File: src/rtl/fetch_stage.sv
// Instruction fetch stage: PC register, IF/ID pipeline register and the
// RUN/HALTED control machine, with branch redirect, stall hold and halt.
module fetch_stage #(
    parameter int          IMEM_AW   = 8,
    parameter logic [31:0] RESET_PC  = 32'h0000_0000,
    parameter logic [31:0] HALT_WORD = 32'hFFFF_FFFF
) (
    input  logic               clk,
    input  logic               rst_n,
    input  logic               stall,
    input  logic               branch_taken,
    input  logic [31:0]        branch_target,
    output logic [IMEM_AW-1:0] imem_addr,
    input  logic [31:0]        imem_rdata,
    output logic [31:0]        pc,
    output logic [31:0]        if_id_instr,
    output logic [31:0]        if_id_pc4,
    output logic               if_id_valid,
    output logic               halted,
    output logic [31:0]        fetch_count
);

    typedef enum logic {
        RUN    = 1'b0,
        HALTED = 1'b1
    } state_e;

    state_e      state_q;
    state_e      state_d;

    logic [31:0] pc_q;
    logic [31:0] pc_d;
    logic [31:0] instr_q;
    logic [31:0] instr_d;
    logic [31:0] pc4_q;
    logic [31:0] pc4_d;
    logic        valid_q;
    logic        valid_d;
    logic [31:0] cnt_q;
    logic [31:0] cnt_d;

    logic [31:0] pc_plus4;
    logic        is_halt;

    // Mutually exclusive per-cycle actions, in priority order.
    logic        sel_branch;
    logic        sel_hold;
    logic        sel_bubble;
    logic        sel_fetch;

    // PC increment wraps naturally at 2^32.
    assign pc_plus4 = pc_q + 32'd4;
    assign is_halt  = (imem_rdata == HALT_WORD);

    // Resolve the cycle action: branch beats stall beats halt beats fetch.
    always_comb begin
        sel_branch = branch_taken;
        sel_hold   = !branch_taken && stall;
        sel_bubble = !branch_taken && !stall && (state_q == HALTED);
        sel_fetch  = !branch_taken && !stall && (state_q == RUN);
    end

    // State register.
    always_ff @(posedge clk or negedge rst_n) begin
        if (!rst_n) begin
            state_q <= RUN;
        end else begin
            state_q <= state_d;
        end
    end

    // Next-state logic for the RUN/HALTED machine.
    always_comb begin
        state_d = state_q;
        unique case (1'b1)
            sel_branch: state_d = RUN;
            sel_hold:   state_d = state_q;
            sel_bubble: state_d = HALTED;
            sel_fetch:  state_d = is_halt ? HALTED : RUN;
            default:    state_d = state_q;
        endcase
    end

    // Output logic of the machine.
    always_comb begin
        halted = (state_q == HALTED);
    end

    // Next values of the PC, IF/ID register and fetch counter.
    always_comb begin
        pc_d    = pc_q;
        instr_d = instr_q;
        pc4_d   = pc4_q;
        valid_d = valid_q;
        cnt_d   = cnt_q;
        unique case (1'b1)
            sel_branch: begin
                pc_d    = branch_target;
                instr_d = '0;
                pc4_d   = '0;
                valid_d = 1'b0;
            end
            sel_hold: begin
                pc_d    = pc_q;
            end
            sel_bubble: begin
                instr_d = '0;
                pc4_d   = '0;
                valid_d = 1'b0;
            end
            sel_fetch: begin
                instr_d = imem_rdata;
                pc4_d   = pc_plus4;
                valid_d = 1'b1;
                cnt_d   = cnt_q + 32'd1;
                // A halt word is kept but the PC parks on it.
                pc_d    = is_halt ? pc_q : pc_plus4;
            end
            default: begin
                pc_d    = pc_q;
            end
        endcase
    end

    // PC and IF/ID pipeline register.
    always_ff @(posedge clk or negedge rst_n) begin
        if (!rst_n) begin
            pc_q    <= RESET_PC;
            instr_q <= '0;
            pc4_q   <= '0;
            valid_q <= 1'b0;
        end else begin
            pc_q    <= pc_d;
            instr_q <= instr_d;
            pc4_q   <= pc4_d;
            valid_q <= valid_d;
        end
    end

    // Count of valid instructions handed to decode.
    always_ff @(posedge clk or negedge rst_n) begin
        if (!rst_n) begin
            cnt_q <= '0;
        end else begin
            cnt_q <= cnt_d;
        end
    end

    assign imem_addr   = pc_q[IMEM_AW+1:2];
    assign pc          = pc_q;
    assign if_id_instr = instr_q;
    assign if_id_pc4   = pc4_q;
    assign if_id_valid = valid_q;
    assign fetch_count = cnt_q;

endmodule

File: config.mk
export PLATFORM = sky130hd
export DESIGN_NAME = fetch_stage
export DESIGN_NICKNAME = d
export VERILOG_FILES = /design/src/rtl/fetch_stage.sv
export SDC_FILE = /design/constraint.sdc
export NUM_CORES = 1
export LEC_CHECK = 0
export CAP_MARGIN = 10
export CORE_ASPECT_RATIO = 0.75
export CORE_MARGIN = 4
export CORE_UTILIZATION = 45
export DETAILED_ROUTE_END_ITERATION = 7
export DONT_BUFFER_PORTS = 1
export PLACE_DENSITY = 0.6
export SKIP_LAST_GASP = 1
export SLEW_MARGIN = 20
export SYNTH_ARGS = -nofsm -noshare
export SYNTH_HDL_FRONTEND = slang
export SYNTH_SLANG_ARGS = --single-unit
File: constraint.sdc
create_clock -name clk -period 2.1 [get_ports clk]
set_input_delay 0.42 -clock clk [delete_from_list [all_inputs] [get_ports clk]]
set_output_delay 0.42 -clock clk [all_outputs]
set_load 0.02 [all_outputs]
======== Word-level counts from Yosys, hierarchy flattened ========
Cells that the tools add are included.
word-level totals
  flip-flop bits (word level) ............. 130
  output and inout bits ................... 138
  word-level logic and storage cells ...... 28
operators by class
  add/subtract/negate cells ............... 2
  equal/unequal tests ..................... 2
  multiplexer cells ....................... 7
  bitwise operators ....................... 1
  reductions and logical operators ........ 10
operators by type and width
  operator                                                          count
  32-bit one-hot mux with 2 select lines                            3
  32-bit by 1-bit adder with 32-bit output (second input constant)  1
  32-bit by 3-bit adder with 32-bit output (second input constant)  1
  32-bit == test (second input constant)                            1
  32-bit 2-to-1 mux                                                 1
  2-bit nonzero test                                                2
  1-bit logical AND                                                 3
  1-bit one-hot mux with 3 select lines                             1
  3-bit nonzero test                                                1
  1-bit logical NOT                                                 2
  2-bit inequality test (second input constant)                     1
  1-bit one-hot mux with 2 select lines                             1
  2-bit AND reduction                                               1
  2-bit OR reduction                                                1
  1-bit 2-to-1 mux                                                  1
  1-bit inverter                                                    1

======== Longest topological paths before layout ========
  word-level depth ........................ 5
  gate-level depth with buffers ........... 7
  gate-level depth less buffers ........... 6

======== Worst setup path after synthesis ========
OpenSTA, ideal clock, no wires.
  path type ............................... reg2reg
  from .................................... register pc_q[15] (netlist: pc[15])
  to ...................................... register pc_q[19] (netlist: pc[19])
  library setup time ...................... 0.123 ns
  data arrival time ....................... 2.006 ns
  required time ........................... 1.977 ns
  setup slack ............................. -0.029 ns
  stages on the path, launching flop included .. 6
  buffers on the path ..................... 0
  path through ............................ dfrtp_1 and4_1 nand2_2 or4_4 or4b_1 o221a_2
on the way
  cells in the longest elaborated chain, start to end .. 3
ends and longest elaborated chain
  element                                   RTL line  text
  start, declared                           31        logic [31:0] pc_q;
  start signal, assigned                    133       pc_q <= pc_d;
  32-bit by 3-bit adder with 32-bit output  52        assign pc_plus4 = pc_q + 32'd4;
  32-bit 2-to-1 mux                         117       pc_d = is_halt ? pc_q : pc_plus4;
  32-bit one-hot mux with 2 select lines    96        unique case (1'b1)
Every way passes these cells. The select of a mux whose other input is x is not followed.
A chain may end at the register's enable or synchronous reset.

======== Worst setup path after layout ========
  from .................................... register state_q (netlist: halted)
  to ...................................... register pc_q[18] (netlist: pc[18])
on the way
  cells in the longest elaborated chain, start to end .. 4
  elaborated cells on any way between the ends .. 6
ends and longest elaborated chain
  element                                                                RTL line  text
  start, declared                                                        28        state_e state_q;
  start signal, assigned                                                 68        state_q <= state_d;
  1-bit inverter *                                                       60        sel_fetch = !branch_taken && !stall && (state_q == RUN);
  1-bit logical AND *                                                    60
  2-bit inequality test (no line) or 2-bit nonzero test (tied branches)  --
  2-bit AND reduction (no line)                                          --
Mark *: on every way between the ends. The rest lies on a longest branch, timed or not.

==> metrics.cfg <==
[floorplan]
die-height_um=110
start_util_pct=45.8
core_region_area_um2=13700
rows=37
die_w_um=144
ioPinCount=206
dieArea_um2=15900

[worst_setup_path]
slowest_stage=or3_2
cpPeakStageDelay_ns=0.45
path_class=flip-flop to flip-flop
start_kind=flip-flop
cp_data_required_time_ns=2.41
critical_path.cell_chain=or3_2 -> buf_4 -> nand2_1 -> o31a_1 -> buf_12 -> a21oi_1 -> a311oi_1
crit_arrival_ns=2.31
critical_path.max_fanout=21
endpoint_kind=flip-flop

[global_route]
groute.usage.overall_pct=21.4
grt-ovfl-total=0
grt_first_pass_wirelength_um=26300
grt_pass1_vias=4970
grt_start_max_net_pins=131
antenna_found_initial=0

[final_layout]
areaGrowthSynthToFinish_pct=20.5
nets=742
n_antenna_cell=0
drive_above_1_share_pct=20.4

[logic_synthesis]
yosys_warnings=0
synthMostInstantiatedCell=dfrtp_1
syn-cell-area_um2=6250
synth_fp_nets=689
avgSynthCellArea_um2=10.1
synth_area_leader_cell=dfrtp_1
netlist_instances=619
ys_types=57
synth_edf_count=0
synth_top_area_share_pct=52.0
postSynthRegisterBits=130
synth.top_cells.by_count=dfrtp_1, nand2_1, o21ai_0
async_reset_ff_share_pct=100
ys_seq_area_share_pct=52.0
synth.area.top_cells=dfrtp_1, xnor2_1, a22o_1, nand2_1, o21ai_0
synthFlopType=dfrtp_1

[route]
wl_per_cell_um=20.2
antenna_left=0
drt_iter0_drc=444
route.detailed.drc=0
dr.pass1.iters=5
routed-via-count=5076
via_per_inst=5.90
wl_um=17300

[run_status]
status=finished with violations
violations=negative hold slack

[sta]
period_needed_ns=2.00
setup_violations=0
drv_slew=0
maxSlewHeadroom_pct=60.6
finalHoldViolations=130
setup_tns_ns=0
fin_crit_sh_pct=95.4
fmax_mhz=499
rsz0062_at_grt=true
final.setup_skew_ns=0.00672
hold_slack_ns=-0.294
tightest_slew_ns=0.586

[clocking]
cts_sinks=130
clkLatencyLatePin_ns=0.41
clk_pin_slew_ns=0.06
htree_num_levels=4
numCtsBuffers=17
cts_setup_buffers=0
cts_buffer_depth=2
cts_tree=built
cts_root_buf=clkbuf_16

[placement]
gp_congestion=0.846
portBuffers=0
place_hpwl_um=12100

[power_and_ir_drop]
ir_drop_mv=0.479
power_density_nw_per_um2=960
power.leakage_nw=3.25

[hold_path]
worst_hold_path_type=input pin to async pin

[flow_run]
maxCapViolations=0

kinds of logic (layout without fill, tap and decap cells):
| family | Yosys count | after routing | share of synthesized area (%) |
|---|---|---|---|
| flip-flops | 130 | 130 | 52.0 |
| adder cells (fa/ha/maj) | 2 | 2 | 0.400 |
| AO/OA/AOI/OAI | 153 | 153 | 17.0 |
| multiplexers | 3 | 3 | 0.520 |
| XOR/XNOR | 59 | 59 | 8.26 |
| AND/OR/NAND/NOR | 205 | 205 | 17.0 |
| buffers and inverters | 67 | 133 | 4.82 |
final timing paths:
path,depth (start not counted),end,slack (ns),start
min reg2reg,1,pc[2],0.57,pc[2]
max,7,pc[18],0.1,halted
min in group clk,1,if_id_instr[8],0.15,imem_rdata[8]
max in group asynchronous,0,pc[25],2.25,rst_n
min,0,fetch_count[31],-0.29,rst_n
max reg2reg,7,pc[18],0.1,halted
flip-flops by register name, indices dropped and copies added (netlist names):
| name | count |
|---|---|
| if_id_valid | 1 |
| fetch_count | 32 |
| if_id_instr | 32 |
| halted | 1 |
| pc | 32 |
| if_id_pc4 | 32 |
power breakdown:
group	switching [mW]	internal [mW]	total, mW
Combinational	0.672	0.443	1.12
Sequential	0.357	2.74	3.09
Clock	1.13	1.90	3.03
Total	2.16	5.08	7.24
critical path: cells and delay by family, from the launching register on:
| kind | cells | cell delay, ns |
|---|---|---|
| AO/OA/AOI/OAI | 3 | 0.56 |
| buffers and inverters | 2 | 0.38 |
| AND/OR/NAND/NOR | 2 | 0.58 |
| flip-flops | 1 | 0.37 |
placed cells by master, fill, tap and decap left out, types with 5 or more instances in the layout:
cell | netlist | routed
dfrtp_2 | 0 | 5
xnor2_1 | 42 | 42
buf_4 | 9 | 76
nand2_1 | 73 | 72
a21oi_1 | 22 | 22
o22ai_1 | 5 | 5
nand3_1 | 22 | 22
xor2_1 | 17 | 17
a22o_1 | 35 | 35
nor4_1 | 16 | 15
a2bb2oi_1 | 5 | 5
a32o_1 | 5 | 5
and2_1 | 6 | 6
nor2_1 | 25 | 24
and3_1 | 9 | 8
o21ai_0 | 48 | 47
o21a_1 | 10 | 10
nand4_1 | 17 | 17
inv_1 | 21 | 21
or4_1 | 5 | 5
dfrtp_1 | 130 | 125
clkbuf_16 | 0 | 17
nor3_1 | 9 | 6
layout make-up:
class	instances	area, um^2
Fill cell	1182	6120
Tap cell	175	219
Sequential cell	130	3260
Multi-Input combinational cell	422	2750
Clock inverter	12	156
Clock buffer	20	447
Timing Repair Buffer	79	631
Inverter	22	82.6
layer usage:
metal / vias to the layer above / share of wire (%) / track usage (%)
li1: 2326 / - / -
met1: 2507 / 44 / 29.2
met2: 217 / 44 / 30.3
met3: 26 / 10 / 9.92
met4: 0 / 2.2 / 6.72
met5: - / 0 / 0
timing repair:
| action | 4_1_cts | 5_1_grt |
|---|---|---|
| gates resized for setup | 1 | 7 |
| endpoints found under the hold margin | 130 | 130 |
| endpoints found under the setup margin | 1 | 15 |
per-stage QoR:
stage	instance area (um^2)	setup slack [ns]	util, %	total power, mW	std cells
after floorplan	6260	0.00648	-	3.84	619
after global placement	6910	-0.0240	50.6	4.21	828
after detailed placement	6910	-0.0645	50.6	4.24	828
after CTS	7520	0.0239	55.0	7.30	860
after global routing	7540	0.00452	55.2	7.55	860
final	7540	0.0974	55.2	7.24	860
No activity file was read; power rests on OpenSTA's default activity.
